==> config.mk <==
export PLATFORM = sky130hd
export DESIGN_NAME = pc_unit_flat
export DESIGN_NICKNAME = d
export VERILOG_FILES = /design/src/rtl/pc_pkg.sv /design/src/rtl/pc_unit_if.sv /design/src/rtl/pc_next_logic.sv /design/src/rtl/pc_unit.sv /design/src/flat_wrapper.sv
export SDC_FILE = /design/constraint.sdc
export NUM_CORES = 1
export LEC_CHECK = 0
export CAP_MARGIN = 15
export CORE_UTILIZATION = 48
export DETAILED_ROUTE_END_ITERATION = 12
export PLACE_DENSITY = 0.82
export SYNTH_ARGS = -nofsm -noshare
export SYNTH_HDL_FRONTEND = slang
export SYNTH_SLANG_ARGS = --single-unit
export TNS_END_PERCENT = 100
==> constraint.sdc <==
create_clock -name clk -period 5.8 [get_ports clk]
set_input_delay 1.16 -clock clk [delete_from_list [all_inputs] [get_ports clk]]
set_output_delay 1.16 -clock clk [all_outputs]
set_load 0.01 [all_outputs]
==> src/rtl/pc_pkg.sv <==
// Shared types and encodings for the program-counter block.
package pc_pkg;
  typedef logic [31:0] pc_t;

  localparam logic [1:0] PC_INC_SEQ    = 2'b00;
  localparam logic [1:0] PC_INC_BRANCH = 2'b01;
  localparam logic [1:0] PC_INC_JUMP   = 2'b10;
  localparam logic [1:0] PC_INC_HOLD   = 2'b11;

  localparam pc_t PC_STEP = 32'd4;

  function automatic logic is_misaligned(pc_t a);
    return |a[1:0];
  endfunction
endpackage

==> src/rtl/pc_unit_if.sv <==
// Control/address bundle between decode/ALU and the PC unit.
// PC_ALIGN_CHECK_EN adds the pc_misaligned flag.
interface pc_unit_if;
  import pc_pkg::*;

  logic [1:0] pc_inc;
  logic       alu_branch_result;
  pc_t        abs_addr;
  pc_t        branch_addr;
  pc_t        next_pc;
  pc_t        current_pc;
`ifdef PC_ALIGN_CHECK_EN
  logic       pc_misaligned;
`endif

  modport master (
    output pc_inc,
    output alu_branch_result,
    output abs_addr,
    output branch_addr,
`ifdef PC_ALIGN_CHECK_EN
    input  pc_misaligned,
`endif
    input  next_pc,
    input  current_pc
  );

  modport slave (
    input  pc_inc,
    input  alu_branch_result,
    input  abs_addr,
    input  branch_addr,
`ifdef PC_ALIGN_CHECK_EN
    output pc_misaligned,
`endif
    output next_pc,
    output current_pc
  );
endinterface

==> src/rtl/pc_next_logic.sv <==
// Combinational next-PC selection: sequential, branch, jump or hold.
module pc_next_logic
  import pc_pkg::*;
(
  input  pc_t        current_pc,
  input  logic [1:0] pc_inc,
  input  logic       alu_branch_result,
  input  pc_t        abs_addr,
  input  pc_t        branch_addr,
  output pc_t        next_pc
);

  pc_t seq_pc;
  pc_t br_pc;

  always_comb begin
    seq_pc = current_pc + PC_STEP;
    br_pc  = seq_pc + (branch_addr << 2);
  end

  always_comb begin
    next_pc = seq_pc;
    unique case (1'b1)
      (pc_inc == PC_INC_SEQ):    next_pc = seq_pc;
      (pc_inc == PC_INC_BRANCH): begin
        next_pc = alu_branch_result ? br_pc : seq_pc;
      end
      (pc_inc == PC_INC_JUMP):   next_pc = abs_addr;
      (pc_inc == PC_INC_HOLD):   next_pc = current_pc;
      default:                   next_pc = seq_pc;
    endcase
  end

endmodule

==> src/rtl/pc_unit.sv <==
// PC register with hold and synchronous active-low clear.
// PC_ALIGN_CHECK_EN adds a sticky misaligned-PC flag.
module pc_unit
  import pc_pkg::*;
#(
  parameter pc_t RESET_PC = 32'h0000_0000
) (
  input  logic       clk,
  input  logic       clr,
  pc_unit_if.slave   bus
);

  pc_t pc_q;
  pc_t pc_d;
  pc_t next_pc;
  logic hold;

  pc_next_logic u_next (
    .current_pc        (pc_q),
    .pc_inc            (bus.pc_inc),
    .alu_branch_result (bus.alu_branch_result),
    .abs_addr          (bus.abs_addr),
    .branch_addr       (bus.branch_addr),
    .next_pc           (next_pc)
  );

  always_comb begin
    hold = (bus.pc_inc == PC_INC_HOLD);
    pc_d = hold ? pc_q : next_pc;
  end

  always_ff @(posedge clk) begin
    if (!clr) pc_q <= RESET_PC;
    else      pc_q <= pc_d;
  end

  assign bus.next_pc    = next_pc;
  assign bus.current_pc = pc_q;

`ifdef PC_ALIGN_CHECK_EN
  logic mis_q;
  logic mis_d;

  // Sticky: only a load of a misaligned value sets it.
  always_comb begin
    mis_d = mis_q;
    if (!hold && is_misaligned(next_pc)) mis_d = 1'b1;
  end

  always_ff @(posedge clk) begin
    if (!clr) mis_q <= 1'b0;
    else      mis_q <= mis_d;
  end

  assign bus.pc_misaligned = mis_q;
`endif

endmodule

==> src/flat_wrapper.sv <==
// flat-port wrapper written by rule: the top's interface ports become plain ports
module pc_unit_flat import pc_pkg::*;
#(
  parameter pc_t RESET_PC = 32'h0000_0000
)
  (clk, clr, bus_pc_inc, bus_alu_branch_result, bus_abs_addr, bus_branch_addr, bus_next_pc, bus_current_pc);
  pc_unit_if bus_i ();
  input  logic clk;
  input  logic clr;
  input wire logic [$bits(bus_i.pc_inc)-1:0] bus_pc_inc;
  input wire logic [$bits(bus_i.alu_branch_result)-1:0] bus_alu_branch_result;
  input wire logic [$bits(bus_i.abs_addr)-1:0] bus_abs_addr;
  input wire logic [$bits(bus_i.branch_addr)-1:0] bus_branch_addr;
  output wire logic [$bits(bus_i.next_pc)-1:0] bus_next_pc;
  output wire logic [$bits(bus_i.current_pc)-1:0] bus_current_pc;
  assign bus_i.pc_inc = bus_pc_inc;
  assign bus_i.alu_branch_result = bus_alu_branch_result;
  assign bus_i.abs_addr = bus_abs_addr;
  assign bus_i.branch_addr = bus_branch_addr;
  assign bus_next_pc = bus_i.next_pc;
  assign bus_current_pc = bus_i.current_pc;
  pc_unit #(.RESET_PC(RESET_PC)) u_core (.clk(clk), .clr(clr), .bus(bus_i));
endmodule
Word-level counts from Yosys, hierarchy flattened. Index checks and enable logic that the tools add are counted.

$add $sub $neg: 2. Multiply operators: 0. Div/mod/pow operators: 0. $lt $le $gt $ge: 0. Equality and inequality tests: 3. Shift operators: 0. Multiplexer cells: 2. Bitwise operators: 0. Reduce and logical (&&, ||, !) cells: 0.

Operators by type and width (count): $pmux 32 s3 (1); $add 32x3->32 const B (1); $add 32x32->32 (1); $mux 32 (1); $eq 2x2->1 const B (2); $eq 2x1->1 const B (1).

Register bits after elaboration: 32. Bits in latches: 0. RAM bits: 0. Memory bits (read-only): 0. Input bits: 69. Output and inout port bits: 64. Word-level logic and storage cells: 8. Memories: 0.

Logic depth before layout (Yosys ltp).
Depth in word-level cells: 4. Depth in mapped cells: 17. Mapped depth without buffers: 16.

Modules after synthesis. From an unflattened synthesis, not the netlist that was laid out.

Cells, all modules: 608. Area, all modules: 4459.3 um^2.

Modules (own cells, without submodules): pc_next_logic (instances 1, cells each 461, area each 3075.4 um^2, sequential area each 0.0 um^2); pc_unit (instances 1, cells each 147, area each 1383.8 um^2, sequential area each 640.6 um^2).

Worst setup path after synthesis. No wires, ideal clock.

Path type: reg-to-output. Start: reg u_core.pc_q[2] (netlist: u_core.bus.current_pc[2]). End: out bus_next_pc[31]. Arrival time: 3.505 ns. Required time: 4.640 ns. Slack: 1.135 ns. Stages on the path, launching flop included: 13. Buffers on the path: 1. Path through: dfxtp_1 > ha_1 > nand3_1 > nor3_1 > and4_1 > xor2_1 > ha_1 > clkbuf_1 > and3_1 > nand4_1 > o21ai_0 > mux2_2 > a32oi_1.

Word-level cells in the longest chain between the ends: 4.

RTL lines: from (decl) (line pc_unit.sv:13) `pc_t pc_q;`; from (signal assigned) (line pc_unit.sv:34) `else pc_q <= pc_d;`; $add 32x3->32 (*) (line pc_next_logic.sv:17) `seq_pc = current_pc + PC_STEP;`; $add 32x32->32 (line pc_next_logic.sv:18) `br_pc = seq_pc + (branch_addr << 2);`; $mux 32 (line pc_next_logic.sv:26) `next_pc = alu_branch_result ? br_pc : seq_pc;`; $pmux 32 s3 (*) (line pc_next_logic.sv:23) `unique case (1'b1)`; to (decl) (line flat_wrapper.sv:14) `output wire logic [$bits(bus_i.next_pc)-1:0] bus_next_pc;`.

Mark *: on every way between the ends. The rest lies on a longest branch, timed or not.

Worst setup path after layout.
Start: in bus_branch_addr[0]. End: out bus_next_pc[30].

Word-level cells in the longest chain between the ends: 3.

RTL lines: from (decl) (line flat_wrapper.sv:13) `input wire logic [$bits(bus_i.branch_addr)-1:0] bus_branch_addr;`; $add 32x32->32 (line pc_next_logic.sv:18); $mux 32 (line pc_next_logic.sv:26); $pmux 32 s3 (line pc_next_logic.sv:23).

No other way between the ends.

==> flow_summary_export.csv <==
group,metric,value,unit
route,drt-total-wl,15710,um
route,drt_iter0_drc,311,
power_and_ir_drop,vdd_drop_max,0.1170,mV
route,drc_errors,0,
route,viasPerCell,6.067,
synthesis,async_flop_share,0,
global_routing,antenna_found_initial,0,
synthesis,synth.distinct_cells,68,
run_status,status,"completed",
worst_setup_path,critPathKind,"in2out",
worst_setup_path,cp_cell_sequence,"clkdlybuf4s50_1 -> ha_1 -> inv_1 -> fa_1 -> nand2b_4 -> a2111oi_2 -> nor2_1 -> o211ai_2 -> a21oi_2 -> nand4b_1 -> o311ai_2 -> buf_4 -> clkdlybuf4s50_1",
sta,hold_viol_final,0,
synthesis,ys_seq_area_frac,0.1506,
layout,fin_nets,844,
worst_setup_path,worstPathRequired,4.64,ns
floorplan,io_pins,133,
route,drt-met1-wl,6371,um
floorplan,initial_core_util,0.5075,
synthesis,yosysTopAreaCell,"dfxtp_1",
route,wl_per_cell,18.57,um
route,vias,5133,
synthesis,synthCells,599,
synthesis,syn_area,4254,um^2
sta,finalSetupViolCount,0,
worst_setup_path,slowest_stage,"clkdlybuf4s50_1",
power_and_ir_drop,power_frac_clock,0.208,
min_path,hold_class,"reg2reg",
clock_network,clk_pin_slew,0.08,ns
layout,instances_no_fill,846,
global_routing,grt_start_max_net_pins,37,
synthesis,yosysWarnings,0,
synthesis,synth_top_family_by_area,"simple AND/OR/NAND/NOR gates",
place,dp_hpwl,12090,um
layout,layout_common_cells,"129 x clkdlybuf4s50_1, 66 x a21oi_1, 58 x nand2_1, 44 x nor2_1, 39 x buf_4",
power_and_ir_drop,swShare,0.3901,
place,place_ws,-0.05044,ns
global_routing,grt_first_pass_wirelength,23820,um
route,met2WireLength,7421,um
synthesis,ys_seq_elements,32,
layout,layout_commonest_cell,"clkdlybuf4s50_1",
synthesis,yosysTopAreaCellShare,0.1506,
place,placed_area,5827,um^2
floorplan,placementRows,33,
worst_setup_path,critPathMaxFanout,4,
worst_setup_path,worst_path_largest_cell_delay,0.53,ns
sta,slew_headroom,0.5710,
clock_network,cts_buffers,5,
floorplan,dieWidth,96.14,um
layout,antenna-diode-count,0,
floorplan,fp.dieH,96.14,um
synthesis,synth_nets,703,
layout,largest_register_ff_count,32,
synthesis,synth_area_per_cell,7.102,um^2
clock_network,cts-root-buf,"clkbuf_8",
sta,rsz0062_at_grt,"true",
route,highest_layer,"met4",
synthesis,synth_compound_area_frac,0.2694,
layout,final_cell_area,6000,um^2
sta,clock.fmax,175.7,MHz
synthesis,synth_edf_count,0,
synthesis,synthAdderAreaFrac,0.1047,
clock_network,insertion_delay,0.29,ns
power_and_ir_drop,p_total,1.093,mW
place,dp_cells,837,
clock_network,h-tree-depth,2,
worst_setup_path,arrival,4.53,ns
global_routing,grt_usage,0.3408,
power_and_ir_drop,p_switching,0.4266,mW
synthesis,synth.area.top_cells,"dfxtp_1 15%, ha_1 10%, a21oi_1 7.9%",
power_and_ir_drop,p_per_area,182.3,nW/um^2
power_and_ir_drop,p_comb_frac,0.545,
sta,drv_slew,0,
clock_network,ctsLongestPathBuffers,2,
power_and_ir_drop,pwr-share-seq,0.247,
flow_run,maxCapViolations,0,
layout,area_delta_synth_final,41.03,%
layout,utilization,0.7158,
synthesis,synth_ff_type,"dfxtp_1",
route,ant_nets,0,
clock_network,cts_tree,"yes",
worst_setup_path,crit_path_start_kind,"primary input",
global_routing,grt-ovfl-total,0,
global_routing,grt_pass1_vias,4868,
power_and_ir_drop,p_leak,2.544,nW
floorplan,die_area,9243,um^2
worst_setup_path,end_kind,"output port",
sta,worst_pin_slew,0.6435,ns
clock_network,cts_sinks,32,
sta,fin_crit,5.692,ns
synthesis,synthXorXnorAreaFrac,0.08824,
place,port-buffer-count,130,
sta,fin_crit_sh,0.9814,
synthesis,yosys.area_share.simple,0.2841,
power_and_ir_drop,p_int,0.6669,mW
route,drt_first_pass_iters,5,
route,wl_met3,1451,um
place,place.gp.congestion,0.9138,
sta,setup_slack,0.1081,ns
floorplan,fp.coreArea,8382,um^2
layout,drive_gt1_frac,0.1066,
worst_setup_path,cpMostUsedCell,"clkdlybuf4s50_1",
sta,clock-skew-final,0.005642,ns
synthesis,muxShareOfSynthArea,0.05235,
==> layer usage <==
layer / GRT usage / vias up
met4: 0.1281 / 0
met3: 0.04186 / 38
met2: 0.5768 / 275
met1: 0.4385 / 2355
li1: - / 2465
met5: 0 / -
==> power by group through the flow <==
stage | Combinational (mW) | Sequential, mW | Clock, mW
floorplan | 0.315 | 0.278 | 0
global placement | 0.568 | 0.272 | 0
detailed placement | 0.577 | 0.273 | 0
CTS | 0.585 | 0.268 | 0.235
global route | 0.648 | 0.272 | 0.246
finish | 0.596 | 0.270 | 0.227
==> critical path, delay by kind of cell <==
kind,cells,cell delay [ns]
AOI/OAI and AO/OA,4,1.00
adders and majority gates,2,0.56
buffers and inverters,4,1.21
and+or+nand+nor,3,0.60
==> final timing paths <==
kind / from / to / slack [ns] / depth (start not counted)
min reg2reg: u_core.bus.current_pc[0]$_SDFFE_PN0P_ / u_core.bus.current_pc[0]$_SDFFE_PN0P_ / 0.49 / 2
min: u_core.bus.current_pc[0]$_SDFFE_PN0P_ / u_core.bus.current_pc[0]$_SDFFE_PN0P_ / 0.49 / 2
max reg2reg: u_core.bus.current_pc[2]$_SDFFE_PN0P_ / u_core.bus.current_pc[30]$_SDFFE_PN0P_ / 1.85 / 16
max: bus_branch_addr[0] / bus_next_pc[30] / 0.11 / 13
==> synthesized netlist by cell type, drive strengths merged, types with 4 or more instances <==
| cell | n |
|---|---|
| o22ai | 6 |
| clkbuf | 26 |
| nand4 | 14 |
| a211oi | 11 |
| o21a | 4 |
| a21o | 14 |
| dfxtp | 32 |
| a32oi | 4 |
| nor2 | 45 |
| nand2 | 58 |
| inv | 20 |
| or2 | 4 |
| mux2i | 20 |
| and3 | 8 |
| o21bai | 8 |
| nand3 | 26 |
| and2 | 29 |
| o21ai | 35 |
| a21oi | 67 |
| and4 | 9 |
| xnor2 | 26 |
| ha | 34 |
| xor2 | 16 |
| buf | 9 |
| nor3 | 15 |
| nor2b | 4 |
| nand2b | 7 |
| a31oi | 6 |
==> cell families after synthesis <==
group,count (synthesis)
AND/OR/NAND/NOR,231
AO/OA/AOI/OAI,182
buffers and inverters,55
XOR/XNOR,42
adder cells (fa/ha/maj),35
flip-flops,32
multiplexers,22
==> through the flow <==
step | TNS [ns] | hold slack, ns
after floorplan | 0 | 0.5026
after global placement | -0.1002 | 0.4787
after detailed placement | -0.05044 | 0.4862
after CTS | 0 | 0.4984
after global routing | -0.03749 | 0.5225
final | 0 | 0.4947
==> cell type report <==
type	count	area (um^2)
fill	712	2382
tap	105	131.4
inverter	20	75.07
multi-input combinational	512	3447
sequential	32	645.6
timing repair buffer	169	1589
clock inverter	3	42.54
clock buffer	5	68.82
==> what timing repair did <==
action / CTS / global route
hold buffers: 0 / 0
resized for setup: 2 / 14
setup buffers: 1 / 0
pin swaps: 1 / 1
endpoints found under the setup margin: 4 / 5
endpoints found under the hold margin: 0 / 0
(Power assumes the default switching activity.)
